**src/rtl/sfifo_pkg.sv**
```systemverilog
// Shared types and constants for sfifo and its read-side stream adapter.
package sfifo_pkg;
  localparam int DEFAULT_WIDTH = 8;
  typedef logic [DEFAULT_WIDTH-1:0] data_t;
  localparam int BUF_DEPTH = 2;
  localparam int OCC_W     = $clog2(BUF_DEPTH + 1);
endpackage

```
**src/rtl/sfifo_rd_buf2.sv**
```systemverilog
// Two-entry register buffer holding words returned by sfifo until the consumer takes them.
module sfifo_rd_buf2
  import sfifo_pkg::*;
#(
  parameter int WIDTH = DEFAULT_WIDTH
) (
  input  logic             clk,
  input  logic             rst_n,
  input  logic             push,
  input  logic [WIDTH-1:0] push_data,
  input  logic             pop,
  output logic [WIDTH-1:0] head_data,
  output logic [OCC_W-1:0] occ
);

  logic [WIDTH-1:0] mem [BUF_DEPTH];
  logic             head;
  logic             tail;
  logic [OCC_W-1:0] occ_q;

  // NOTE: the storage is reset along with the pointers so the head word reads as zero
  // out of reset; with only two entries this costs nothing worth avoiding.
  always_ff @(posedge clk or negedge rst_n) begin
    if (!rst_n) begin
      head  <= 1'b0;
      tail  <= 1'b0;
      occ_q <= '0;
      for (int i = 0; i < BUF_DEPTH; i++) mem[i] <= '0;
    end else begin
      if (push) begin
        mem[tail] <= push_data;
        tail      <= ~tail;
      end
      if (pop) head <= ~head;
      occ_q <= occ_q + OCC_W'(push) - OCC_W'(pop);
    end
  end

  assign head_data = mem[head];
  assign occ       = occ_q;

endmodule

```
**src/rtl/sfifo_rd_stream.sv**
```systemverilog
// Converts sfifo's 1-cycle-latency read port into a show-ahead valid/ready stream.
// Optional delivered-beat counter m_cnt enabled by defining SFIFO_RD_STREAM_CNT_EN.
module sfifo_rd_stream
  import sfifo_pkg::*;
#(
  parameter int WIDTH = DEFAULT_WIDTH
) (
  input  logic             clk,
  input  logic             rst_n,
  input  logic             rempty,
  input  logic [WIDTH-1:0] rdata,
  output logic             rinc,
  output logic             m_valid,
  input  logic             m_ready,
  output logic [WIDTH-1:0] m_data
`ifdef SFIFO_RD_STREAM_CNT_EN
  ,
  output logic [31:0]      m_cnt
`endif
);

  logic             pend;
  logic             pop;
  logic [OCC_W-1:0] occ;
  logic [OCC_W:0]   level;

  sfifo_rd_buf2 #(.WIDTH(WIDTH)) u_buf (
    .clk       (clk),
    .rst_n     (rst_n),
    .push      (pend),
    .push_data (rdata),
    .pop       (pop),
    .head_data (m_data),
    .occ       (occ)
  );

  assign pop     = m_valid & m_ready;
  assign m_valid = (occ != '0);

  // Credit check counts the in-flight word, so buffer plus pending never exceeds two.
  assign level = {1'b0, occ} + (OCC_W + 1)'(pend) - (OCC_W + 1)'(pop);
  assign rinc  = !rempty && (level < (OCC_W + 1)'(BUF_DEPTH));

  // NOTE: sequential state uses non-blocking assignment so every flop samples
  // pre-edge values regardless of process evaluation order.
  always_ff @(posedge clk or negedge rst_n) begin
    if (!rst_n) pend <= 1'b0;
    else        pend <= rinc;
  end

`ifdef SFIFO_RD_STREAM_CNT_EN
  always_ff @(posedge clk or negedge rst_n) begin
    if (!rst_n)   m_cnt <= '0;
    else if (pop) m_cnt <= m_cnt + 32'd1;
  end
`endif

endmodule

```
**config.mk**
```make
export PLATFORM = sky130hd
export DESIGN_NAME = sfifo_rd_stream
export DESIGN_NICKNAME = d
export VERILOG_FILES = /design/src/rtl/sfifo_pkg.sv /design/src/rtl/sfifo_rd_buf2.sv /design/src/rtl/sfifo_rd_stream.sv
export SDC_FILE = /design/constraint.sdc
export NUM_CORES = 1
export LEC_CHECK = 0
export CAP_MARGIN = 20
export CORE_UTILIZATION = 48
export DETAILED_ROUTE_END_ITERATION = 16
export GPL_ROUTABILITY_DRIVEN = 0
export GPL_TIMING_DRIVEN = 0
export PLACE_DENSITY_LB_ADDON = 0.3
export REMOVE_ABC_BUFFERS = 1
export SETUP_SLACK_MARGIN = 0.2
export SLEW_MARGIN = 5
export SYNTH_ARGS = -nofsm -noshare
export SYNTH_HDL_FRONTEND = slang
export SYNTH_SLANG_ARGS = --single-unit
```
**constraint.sdc**
```tcl
create_clock -name clk -period 2.9 [get_ports clk]
set_input_delay 0.58 -clock clk [delete_from_list [all_inputs] [get_ports clk]]
set_output_delay 0.58 -clock clk [all_outputs]
set_load 0.03 [all_outputs]
```
# After elaboration in Yosys (flattened, before gate mapping)
# Index checks and enable logic that the tools add are counted.
[word_totals]
word_cells = 29
input_bits = 12
ff_bits = 21
[classes]
addsub = 4
n_reduce_logical = 4
bitwise_logic = 5
n_mux = 6
magnitude_cmp = 4
[ops]
columns = ["op", "count"]
rows = [
  ["$mux 8", 4],
  ["$bwmux 16", 1],
  ["$demux 8 s1", 1],
  ["$ge 2x2->1 const B", 2],
  ["$not 1->2", 2],
  ["$add 2x1->3", 1],
  ["$lt 3x2->1 const B", 1],
  ["$sub 3x1->3", 1],
  ["$add 2x1->2", 1],
  ["$logic_and 1x1->1", 2],
  ["$lt 2x1->1 const B", 1],
  ["$not 1->1", 2],
  ["$reduce_bool 2->1", 1],
  ["$sub 2x1->2", 1],
  ["$and 1x1->1", 1],
  ["$logic_not 1->1", 1],
]

# Depth between registers and ports, before layout
[logic_depth]
ltp_word = 6
depth_mapped = 7
depth_no_buf = 7

# Hierarchy
# A second synthesis with hierarchy kept.
[hier_totals]
hier_cells = 65
hier_area_um2 = 975.9
[modules_own_cells]
columns = ["mod", "cells_per_inst", "area_each_um2", "instances", "seq_area_each_um2"]
rows = [
  ["sfifo_rd_buf2", 56, 874.6, 1, 500.5],
  ["sfifo_rd_stream", 9, 101.3, 1, 25.0],
]

# Least setup slack after synthesis
# Ideal clock, no wire load.
[synth_path]
path_type = "input to output"
startpoint = "in m_ready"
endpoint = "out rinc"
required_time_ns = 2.320
path_slack_ns = -0.043
path_stages = 6
t_arrival_ns = 2.363
cell_sequence = "o21a_1 -> ha_1 -> inv_1 -> ha_1 -> fa_1 -> nor3_1"
[synth_via]
elab_chain_cells = 4
[synth_lines]
columns = ["item", "line_no", "text"]
rows = [
  ["start, declared", "sfifo_rd_stream.sv:14", "input logic m_ready,"],
  ["$and 1x1->1", "sfifo_rd_stream.sv:37", "assign pop = m_valid & m_ready;"],
  ["$sub 3x1->3", "sfifo_rd_stream.sv:41", "assign level = {1'b0, occ} + (OCC_W + 1)'(pend) - (OCC_W + 1)'(pop);"],
  ["named net level[1]", "sfifo_rd_stream.sv:25", "logic [OCC_W:0] level;"],
  ["$lt 3x2->1", "sfifo_rd_stream.sv:42", "assign rinc = !rempty && (level < (OCC_W + 1)'(BUF_DEPTH));"],
  ["$logic_and 1x1->1", "sfifo_rd_stream.sv:42", ""],
  ["end, declared", "sfifo_rd_stream.sv:12", "output logic rinc,"],
]
# The timed path passes the listed nets, and every way through them passes these cells.

# Worst setup path in the final report
[layout_path]
startpoint = "reg u_buf.occ_q[0] (netlist: u_buf.occ[0])"
endpoint = "out rinc"
[layout_via]
elab_chain_cells = 5
word_cells_on_any_way = 6
cone_classes = "add/sub (2); order compare (1); bitwise (1); reduce/logical (2)"
[layout_lines]
columns = ["item", "line_no", "text"]
rows = [
  ["start, declared", "sfifo_rd_buf2.sv:19", "logic [OCC_W-1:0] occ_q;"],
  ["start signal, assigned", "sfifo_rd_buf2.sv:35", "occ_q <= occ_q + OCC_W'(push) - OCC_W'(pop);"],
  ["$reduce_bool 2->1", "sfifo_rd_stream.sv:38", "assign m_valid = (occ != '0);"],
  ["$and 1x1->1", "sfifo_rd_stream.sv:37", ""],
  ["named net pop", "sfifo_rd_stream.sv:23", "logic pop;"],
  ["$sub 3x1->3", "sfifo_rd_stream.sv:41", ""],
  ["named net level[1]", "sfifo_rd_stream.sv:25", ""],
  ["$lt 3x2->1", "sfifo_rd_stream.sv:42", ""],
  ["$logic_and 1x1->1", "sfifo_rd_stream.sv:42", ""],
]
# The timed path passes the listed nets, and every way through them passes these cells.

==> results.py <==
metrics = {
    "timing": {
        "final.min_clock_period_ns": 2.819,
        "setup_viol": 0,
        "tightest_slew_ns": 0.8899,
        "tns_ns": 0,
        "drv_slew": 0,
        "clock_skew_ns": 0.003332,
        "hold_viol_final": 0,
        "maxSlewHeadroom": 0.4049,
        "grt_setup_unrepaired": "yes",
        "clock.fmax_ghz": 0.3547,
        "fin_crit_sh": 0.9722,
    },
    "detailed_routing": {
        "vias_per_cell": 4.913,
        "drt_iter0_markers": 4,
        "drc": 0,
        "ant_nets": 0,
        "finalWirelength_mm": 1.583,
        "dr.pass1.iters": 4,
        "wire_per_inst_um": 13.77,
        "vias": 565,
    },
    "pwr": {
        "swShare": 0.3758,
        "total_power_uw": 1584,
        "clockPowerShare": 0.087,
        "power.leakage_uw": 0.0005594,
        "irDropWorstVdd_mv": 0.7124,
        "seq_power_share": 0.343,
        "power_density_nw_per_um2": 1251,
        "p_sw_uw": 595.3,
        "intPower_uw": 988.7,
        "p_comb_frac": 0.569,
    },
    "synthesis": {
        "synth_top_family_by_area": "multiplexers",
        "yosysUniqueCellTypes": 15,
        "syn_inst": 62,
        "synthXorXnorAreaFrac": 0.02738,
        "synth-compound-area-share": 0.007823,
        "synth_seq_cells": 21,
        "yosys.area_share.simple": 0.02477,
        "netlist_area_um2": 959.7,
        "synthMuxAreaShare": 0.3129,
        "yosys_warnings": 0,
        "yosysSeqAreaShare": 0.5476,
        "syn_area_per_cell_um2": 15.48,
        "synth_fa_ha_area_frac": 0.04694,
    },
    "run_status": {
        "status": "finished, final reports clean",
    },
    "cts": {
        "numCtsBuffers": 3,
        "ctsRootBufferMaster": "clkbuf_4",
        "insertion_delay_ns": 0.30,
        "htreeDepth": 1,
        "postCtsHoldBufs": 0,
        "cts.sinks": 21,
        "cts.path.max_buffers": 2,
        "clk_pin_slew_ns": 0.11,
        "cts_tree": "done",
    },
    "floorplan": {
        "start_util": 0.5326,
        "die_w_um": 46.72,
        "coreArea_um2": 1802,
        "die_y_um": 46.72,
        "num_rows": 15,
        "io_pins": 22,
        "design.die.area_um2": 2182,
    },
    "layout": {
        "multi_input_area_um2": 419.2,
        "drive_above_1_share": 0.4222,
        "final_nets": 106,
        "postLayoutCoreUtil": 0.7028,
        "area_growth_pct": 31.94,
        "antenna_cells": 0,
        "stdcell_count": 115,
        "ff_latch_area_um2": 525.5,
        "nFillCells": 134,
    },
    "setup_path": {
        "worstPathMaxFanout": 2,
        "critPathCaptureType": "output port",
        "path_class": "reg2out",
        "worst_setup_path_start_kind": "flip-flop",
        "worstPathArrival_ns": 2.24,
        "required_ns": 2.32,
    },
    "global_route": {
        "grtUsageTotal": 0.1733,
        "grt_pass1_vias": 599,
        "antenna_found_initial": 0,
        "overflow": 0,
        "grt_pass1_wl_mm": 2.511,
        "grt_start_max_net_pins": 22,
    },
    "placed_design": {
        "port_buffers": 21,
        "placed_cells": 106,
        "hpwl_mm": 1.044,
    },
    "min_path": {
        "min_path_type": "reg2reg",
    },
    "job": {
        "cap_violations": 0,
    },
}
[cells in the final DEF (no fill, tap or decap), types with 2 or more instances in the layout]
master / count
mux2_4: 8
mux2_2: 16
inv_1: 4
clkbuf_4: 3
xor2_1: 2
buf_4: 5
dfrtp_1: 21
clkdlybuf4s50_1: 19
[layout make-up]
class / count / area share
sequential: 21 / 0.4150
multi-input combinational: 35 / 0.3310
timing repair buffer: 26 / 0.1966
tap: 25 / 0.02470
clock buffer: 4 / 0.02075
inverter: 4 / 0.01186
[logic make-up (layout without fill, tap and decap cells)]
kind of cell,count (synthesis),in the layout
DFF,21,21
xor gates and xnor gates,3,3
adders and majority gates,3,3
and+or+nand+nor,4,4
AOI/OAI and AO/OA,1,1
buffers and inverters,6,34
muxes,24,24
[routing by layer]
metal  wire (µm)  global-route usage  vias to the layer above
met2         780              0.2833                       13
met5           0                   0                        -
met1         739              0.2036                      281
met3          53             0.04706                        2
li1            -                   -                      269
met4          10              0.1029                        0
[flip-flops by register name, summed over array words and instances, names as in the netlist]
| register | count |
|---|---|
| u_buf.mem | 16 |
| u_buf.occ | 2 |
| u_buf.head | 1 |
| pend | 1 |
| u_buf.tail | 1 |
[path summary, 6_finish.rpt]
kind                               from      endpoint  slack [ns]  depth (start not counted)
max                        u_buf.occ[0]          rinc        0.08                          7
min                        u_buf.mem[3]  u_buf.mem[3]        0.51                          1
max reg2reg                u_buf.occ[0]          pend        0.94                          7
min reg2reg                u_buf.mem[3]  u_buf.mem[3]        0.51                          1
max in group asynchronous         rst_n  u_buf.mem[9]        1.58                          1
min in group asynchronous         rst_n  u_buf.mem[6]        0.77                          1
[through the flow]
stage | worst slack, ns | hold WS (ns) | area, µm²
finish | 0.08067 | 0.5148 | 1266
CTS | 0.07929 | 0.5184 | 1249
detailed placement | -0.7207 | 0.4915 | 1185
global placement | -0.7225 | 0.4819 | 1185
floorplan | -0.04328 | 0.2844 | 943.4
global route | -0.03648 | 0.5363 | 1266
[timing repair]
item / CTS / global route
cloned: 0 / 0
endpoints found under the setup margin: 1 / 1
pin swaps: 3 / 3
buffers inserted: 4 / 1
gates resized for setup: 12 / 2
[Yosys cell counts, drive strengths merged]
| cell | count | area (µm²) |
|---|---|---|
| mux2 | 24 | 300.3 |
| dfrtp | 21 | 525.5 |
| inv | 4 | 15.01 |
| buf | 2 | 16.26 |
| ha | 2 | 25.02 |
| nand2 | 2 | 10.01 |
| xor2 | 2 | 17.52 |
| fa | 1 | 20.02 |
| nor2b | 1 | 8.760 |
| nor3 | 1 | 5.000 |
| o21a | 1 | 7.510 |
| xnor2 | 1 | 8.760 |
[power groups by stage]
| stage | Clock [µW] | Combinational (µW) | Sequential, µW |
|---|---|---|---|
| finish | 138 | 902 | 544 |
| global route | 158 | 961 | 561 |
| CTS | 146 | 871 | 541 |
| detailed placement | 0 | 815 | 551 |
| global placement | 0 | 801 | 545 |
| floorplan | 0 | 574 | 519 |
[critical path: stages, from the launching register on]
cell,delay [ns]
dfrtp_1,0.40
o21a_1,0.21
ha_1,0.27
inv_1,0.06
ha_2,0.16
fa_2,0.46
nor3_4,0.22
buf_6,0.16
Power figures use the tool's default switching activity.
